--- src/rtl/load_store_unit.sv ---
// RV32I load/store unit: single outstanding bus transaction with byte-lane steering.
// Define LSU_MISALIGN_TRAP_EN to trap misaligned half/word accesses instead of issuing them.
module load_store_unit #(
    parameter int unsigned TIMEOUT_CYCLES = 255
) (
    input  logic        clk,
    input  logic        reset,
    input  logic        mem_read,
    input  logic        mem_write,
    input  logic [2:0]  funct3,
    input  logic [31:0] addr,
    input  logic [31:0] wdata,
    output logic [31:0] dmem_data_out,
    output logic        stall,
    output logic        bus_req,
    output logic        bus_we,
    output logic [31:0] bus_addr,
    output logic [3:0]  bus_be,
    output logic [31:0] bus_wdata,
    input  logic [31:0] bus_rdata,
    input  logic        bus_ack,
`ifdef LSU_MISALIGN_TRAP_EN
    output logic        misalign_fault,
`endif
    output logic        bus_error
);

    typedef enum logic [1:0] {
        S_IDLE,
        S_BUSY,
        S_DONE
    } state_e;

    localparam logic [15:0] CNT_LIMIT = 16'(TIMEOUT_CYCLES - 1);

    state_e      state_q, state_d;
    logic [31:0] addr_q, addr_d;
    logic [31:0] wdata_q, wdata_d;
    logic [2:0]  f3_q, f3_d;
    logic        we_q, we_d;
    logic [15:0] cnt_q, cnt_d;
    logic [31:0] data_q, data_d;
    logic        err_q, err_d;

    logic        is_byte;
    logic        is_half;
    logic        sext;
    logic [3:0]  be_w;
    logic [31:0] wdata_w;
    logic [7:0]  byte_sel;
    logic [15:0] half_sel;
    logic [31:0] load_w;

    assign is_byte = (f3_q[1:0] == 2'b00);
    assign is_half = (f3_q[1:0] == 2'b01);
    assign sext    = ~f3_q[2];

    // Lane steering for the latched access; anything not byte/half is a word.
    always_comb begin
        be_w    = 4'b1111;
        wdata_w = wdata_q;
        load_w  = bus_rdata;
        unique case (1'b1)
            is_byte: begin
                be_w    = 4'b0001 << addr_q[1:0];
                wdata_w = {4{wdata_q[7:0]}};
                load_w  = {{24{sext & byte_sel[7]}}, byte_sel};
            end
            is_half: begin
                be_w    = addr_q[1] ? 4'b1100 : 4'b0011;
                wdata_w = {2{wdata_q[15:0]}};
                load_w  = {{16{sext & half_sel[15]}}, half_sel};
            end
            default: begin
                be_w    = 4'b1111;
                wdata_w = wdata_q;
                load_w  = bus_rdata;
            end
        endcase
    end

    always_comb begin
        byte_sel = bus_rdata[7:0];
        unique case (addr_q[1:0])
            2'b00:   byte_sel = bus_rdata[7:0];
            2'b01:   byte_sel = bus_rdata[15:8];
            2'b10:   byte_sel = bus_rdata[23:16];
            default: byte_sel = bus_rdata[31:24];
        endcase
    end

    assign half_sel = addr_q[1] ? bus_rdata[31:16] : bus_rdata[15:0];

`ifdef LSU_MISALIGN_TRAP_EN
    logic mis_q, mis_d;
    logic in_half;
    logic in_word;
    logic misal_in;

    assign in_half  = (funct3[1:0] == 2'b01);
    assign in_word  = (funct3[1] == 1'b1);
    assign misal_in = (in_half & addr[0]) | (in_word & (addr[1:0] != 2'b00));
    assign misalign_fault = mis_q;
`endif

    always_comb begin
        state_d   = state_q;
        addr_d    = addr_q;
        wdata_d   = wdata_q;
        f3_d      = f3_q;
        we_d      = we_q;
        cnt_d     = cnt_q;
        data_d    = data_q;
        err_d     = 1'b0;
`ifdef LSU_MISALIGN_TRAP_EN
        mis_d     = 1'b0;
`endif
        stall     = 1'b0;
        bus_req   = 1'b0;
        bus_we    = 1'b0;
        bus_be    = 4'b0000;
        unique case (state_q)
            S_IDLE: begin
                if (mem_read || mem_write) begin
                    stall   = 1'b1;
                    addr_d  = addr;
                    wdata_d = wdata;
                    f3_d    = funct3;
                    we_d    = mem_write;
                    cnt_d   = 16'd0;
                    state_d = S_BUSY;
`ifdef LSU_MISALIGN_TRAP_EN
                    if (misal_in) begin
                        data_d  = 32'd0;
                        mis_d   = 1'b1;
                        state_d = S_DONE;
                    end
`endif
                end
            end
            S_BUSY: begin
                stall   = 1'b1;
                bus_req = 1'b1;
                bus_we  = we_q;
                bus_be  = be_w;
                // Ack wins over a timeout landing in the same cycle.
                if (bus_ack) begin
                    if (!we_q) begin
                        data_d = load_w;
                    end
                    state_d = S_DONE;
                end else if (cnt_q == CNT_LIMIT) begin
                    err_d   = 1'b1;
                    data_d  = 32'd0;
                    state_d = S_DONE;
                end else begin
                    cnt_d = cnt_q + 16'd1;
                end
            end
            S_DONE: begin
                state_d = S_IDLE;
            end
            default: begin
                state_d = S_IDLE;
            end
        endcase
    end

    always_ff @(posedge clk) begin
        if (reset) begin
            state_q <= S_IDLE;
            addr_q  <= 32'd0;
            wdata_q <= 32'd0;
            f3_q    <= 3'd0;
            we_q    <= 1'b0;
            cnt_q   <= 16'd0;
            data_q  <= 32'd0;
            err_q   <= 1'b0;
`ifdef LSU_MISALIGN_TRAP_EN
            mis_q   <= 1'b0;
`endif
        end else begin
            state_q <= state_d;
            addr_q  <= addr_d;
            wdata_q <= wdata_d;
            f3_q    <= f3_d;
            we_q    <= we_d;
            cnt_q   <= cnt_d;
            data_q  <= data_d;
            err_q   <= err_d;
`ifdef LSU_MISALIGN_TRAP_EN
            mis_q   <= mis_d;
`endif
        end
    end

    assign bus_addr      = {addr_q[31:2], 2'b00};
    assign bus_wdata     = wdata_w;
    assign dmem_data_out = data_q;
    assign bus_error     = err_q;

endmodule

--- config.mk ---
export PLATFORM = sky130hd
export DESIGN_NAME = load_store_unit
export DESIGN_NICKNAME = d
export VERILOG_FILES = /design/src/rtl/load_store_unit.sv
export SDC_FILE = /design/constraint.sdc
export NUM_CORES = 1
export LEC_CHECK = 0
export ABC_CLOCK_PERIOD_IN_PS = 2600
export CORE_MARGIN = 2
export CORE_UTILIZATION = 45
export CTS_CLUSTER_DIAMETER = 40
export DETAILED_ROUTE_END_ITERATION = 8
export PLACE_DENSITY = 0.81
export SETUP_SLACK_MARGIN = 0.2
export SLEW_MARGIN = 20
export SYNTH_ARGS = -nofsm -noshare
export SYNTH_HDL_FRONTEND = slang
export SYNTH_SLANG_ARGS = --single-unit
export TNS_END_PERCENT = 10
--- constraint.sdc ---
create_clock -name clk -period 2.6 [get_ports clk]
set_input_delay 0.78 -clock clk [delete_from_list [all_inputs] [get_ports clk]]
set_output_delay 0.78 -clock clk [all_outputs]
set_load 0.02 [all_outputs]
==> impl_results.md <==
* Outcome: completed
* Average via count per standard cell at 5.434
* Maximum number of pins on one net before global-route repair at 69
* Synth Instances at 691
* Critical Path AT at 1.72 ns
* Tmin final at 2.498 ns
* Post-Syn Area per Cell at 8.320 um2
* DP Wirelength at 12.36 mm
* Slew Viols, Final at 0
* Hold_buf cts at 0
* Worst IR drop on VDD at 463.2 uV
* Vias in the first global route at 5588
* Routability Congestion at 0.8359
* LEAKAGE at 3.197 nW
* Clock latency at the later pin of the worst-skew pair at 0.42 ns
* Post-synth EDFFs at 0
* Placed instance count at 1003
* Final Cycle Share at 96.08%
* Sequential area share after synthesis at 41.44%
* Wirelength, routed at 17.73 mm
* GR Overflow Total at 0
* R2R setup slack at 0.41 ns
* Fraction of registers with async set/reset at 0%
* Max frequency at 400.3 MHz
* IO buf count at 205
* First-pass GRT wire length at 27.81 mm
* Main area contributors after synthesis: dfxtp_1 41%, nand2_1 9.9%, a21oi_1 8.2%
* Post-route setup TNS at 0 ns
* # H-tree levels at 4
* Critical-path maximum fanout at 9
* Rows at 41
* CTS root buf: clkbuf_16
* Sink Count at 119
* Max Cap Viol at 0
* IO Count at 208
* CP Capture Type: primary output
* Layout cell share with drive strength beyond 1 at 12.46%
* Layout Cells excl Fill at 1039
* Setup Skew at 0.006727 ns
* Worst slew pin tran at 1.081 ns
* Most frequent cells in the layout: 172 x clkdlybuf4s50_1, 151 x nand2_1, 117 x dfxtp_1
* Clock-pin transition on the worst setup and hold timing paths at 0.05 ns
* Worst Setup Slack, final at 0.1019 ns
* Hold Vio Cnt, Final at 0
* Synth Cell Area at 5749 um2
* Setup-failing EPs final at 0
* DP Worst Slack at -0.4216 ns
* Ys flop type: dfxtp_1
* Final Power at 5.698 mW
* N_diodes at 0
* Yosys cell types at 46
* Relative slew slack at 27.43%
* Starting density of the core at 45.74%
* Yosys top cell area share at 41.44%
* CP required at 1.82 ns
* PD cells at 676.1 nW/um2
* CP Class: reg2out
* Synth-to-layout area growth at 46.59%
* Clock Tree Buf Depth at 2
* TritonCTS clock tree: built
* RSZ-0062 raised after global routing: yes
* Synth area leader: dfxtp_1
* Warnings, synthesis at 0
* Die area at 13700 um2
* CTS buffer count at 17
* Worst Hold Class: reg2reg
* Commonest non-fill, non-tap cell in the layout: clkdlybuf4s50_1
* Drt drc at 0
* Drt pass-1 iters at 5
* Yosys reg bits at 119
* Routed WL per cell at 17.06 um
* Nets at 960
* Width of the die at 117.0 um
* Initial drt markers at 360
* Die height at 117.0 um
* Tot GR Track Use at 26.13%
* Core box area at 12570 um2
* Routed Antenna Nets at 0
* Final hold slack at 0.4531 ns
* Antenna violations before repair at 1
* Startpoint types: register
* Vias at 5646
Yosys cell counts (7+ instances only):
| cell | instances |
|---|---|
| a32o_1 | 24 |
| o2bb2ai_1 | 8 |
| clkbuf_1 | 28 |
| and3b_1 | 7 |
| nand2_1 | 152 |
| mux2i_1 | 17 |
| buf_2 | 12 |
| nand2b_1 | 27 |
| o31ai_1 | 9 |
| dfxtp_1 | 119 |
| nand3_1 | 7 |
| o21ai_0 | 29 |
| a21oi_1 | 94 |
| nor2_1 | 14 |
| a211o_1 | 7 |
| or4_1 | 9 |
| or3_1 | 12 |
| buf_4 | 40 |
| mux2_2 | 18 |
| inv_1 | 10 |
metrics by stage:
step / utilization, % / area [um2]
2_1_floorplan: - / 5753
5_1_grt: 67.06 / 8428
6_report: 67.06 / 8428
3_5_place_dp: 61.54 / 7735
4_1_cts: 66.74 / 8388
3_3_place_gp: 61.54 / 7735
critical path, cell delays in order (launching register included):
cell and delay (ns):
dfxtp_1 0.30, nand2b_2 0.28, inv_1 0.12, clkdlybuf4s50_1 0.60
final cells by class:
class	count	area [um2]
Sequential cell	119	2387
Timing Repair Buffer	234	2321
Tap cell	172	215.2
Inverter	10	37.54
Clock inverter	9	145.1
Fill cell	1007	4140
Multi-Input combinational cell	472	2834
Clock buffer	23	488.0
logic make-up (layout without fill, tap and decap cells):
group,count (synthesis),count (layout),share of synthesized area (%)
buffers and inverters,101,276,10.12
other,1,2,0.06523
DFF,119,119,41.44
adders and majority gates,2,2,0.4352
AOI/OAI and AO/OA,182,182,19.89
muxes,36,36,6.877
and+or+nand+nor,250,250,21.18
routing by layer:
| layer | vias up | track usage [%] | routed length [um] |
|---|---|---|---|
| met5 | - | 0 | 0 |
| met4 | 0 | 9.882 | 297 |
| met3 | 26 | 9.732 | 1549 |
| met2 | 211 | 45.63 | 8964 |
| met1 | 2690 | 29.03 | 6918 |
| li1 | 2719 | - | - |
state kept, by name, indices dropped and copies added, names as in the netlist:
name           flops
f3_q               3
addr_q            32
bus_error          1
state_q            2
dmem_data_out     32
cnt_q             16
we_q               1
wdata_q           32
final timing paths:
kind,from,end,cells after the start
worst max register to register,addr_q[1]$_SDFFE_PP0P_,dmem_data_out[16]$_SDFFE_PP0P_,5
worst min register to register,wdata_q[22]$_SDFFE_PP0P_,wdata_q[22]$_SDFFE_PP0P_,2
worst min-delay path,wdata_q[22]$_SDFFE_PP0P_,wdata_q[22]$_SDFFE_PP0P_,2
worst max-delay path,state_q[1]$_SDFFE_PP0P_,bus_req,3
what timing repair did:
action / CTS / global route
hold endpoints to repair: 0 / 0
pin swaps: 1 / 1
cloned: 1 / 1
gates resized for setup: 44 / 29
endpoints found under the setup margin: 31 / 47
setup buffers: 2 / 0
report_power, final:
group	internal [mW]	leakage, nW	switching, mW
clock	1.70	0.317	0.819
sequential	1.94	0.975	0.0831
combinational	0.550	1.91	0.608
total	4.19	3.20	1.51
No activity file was read; power rests on OpenSTA's default activity.
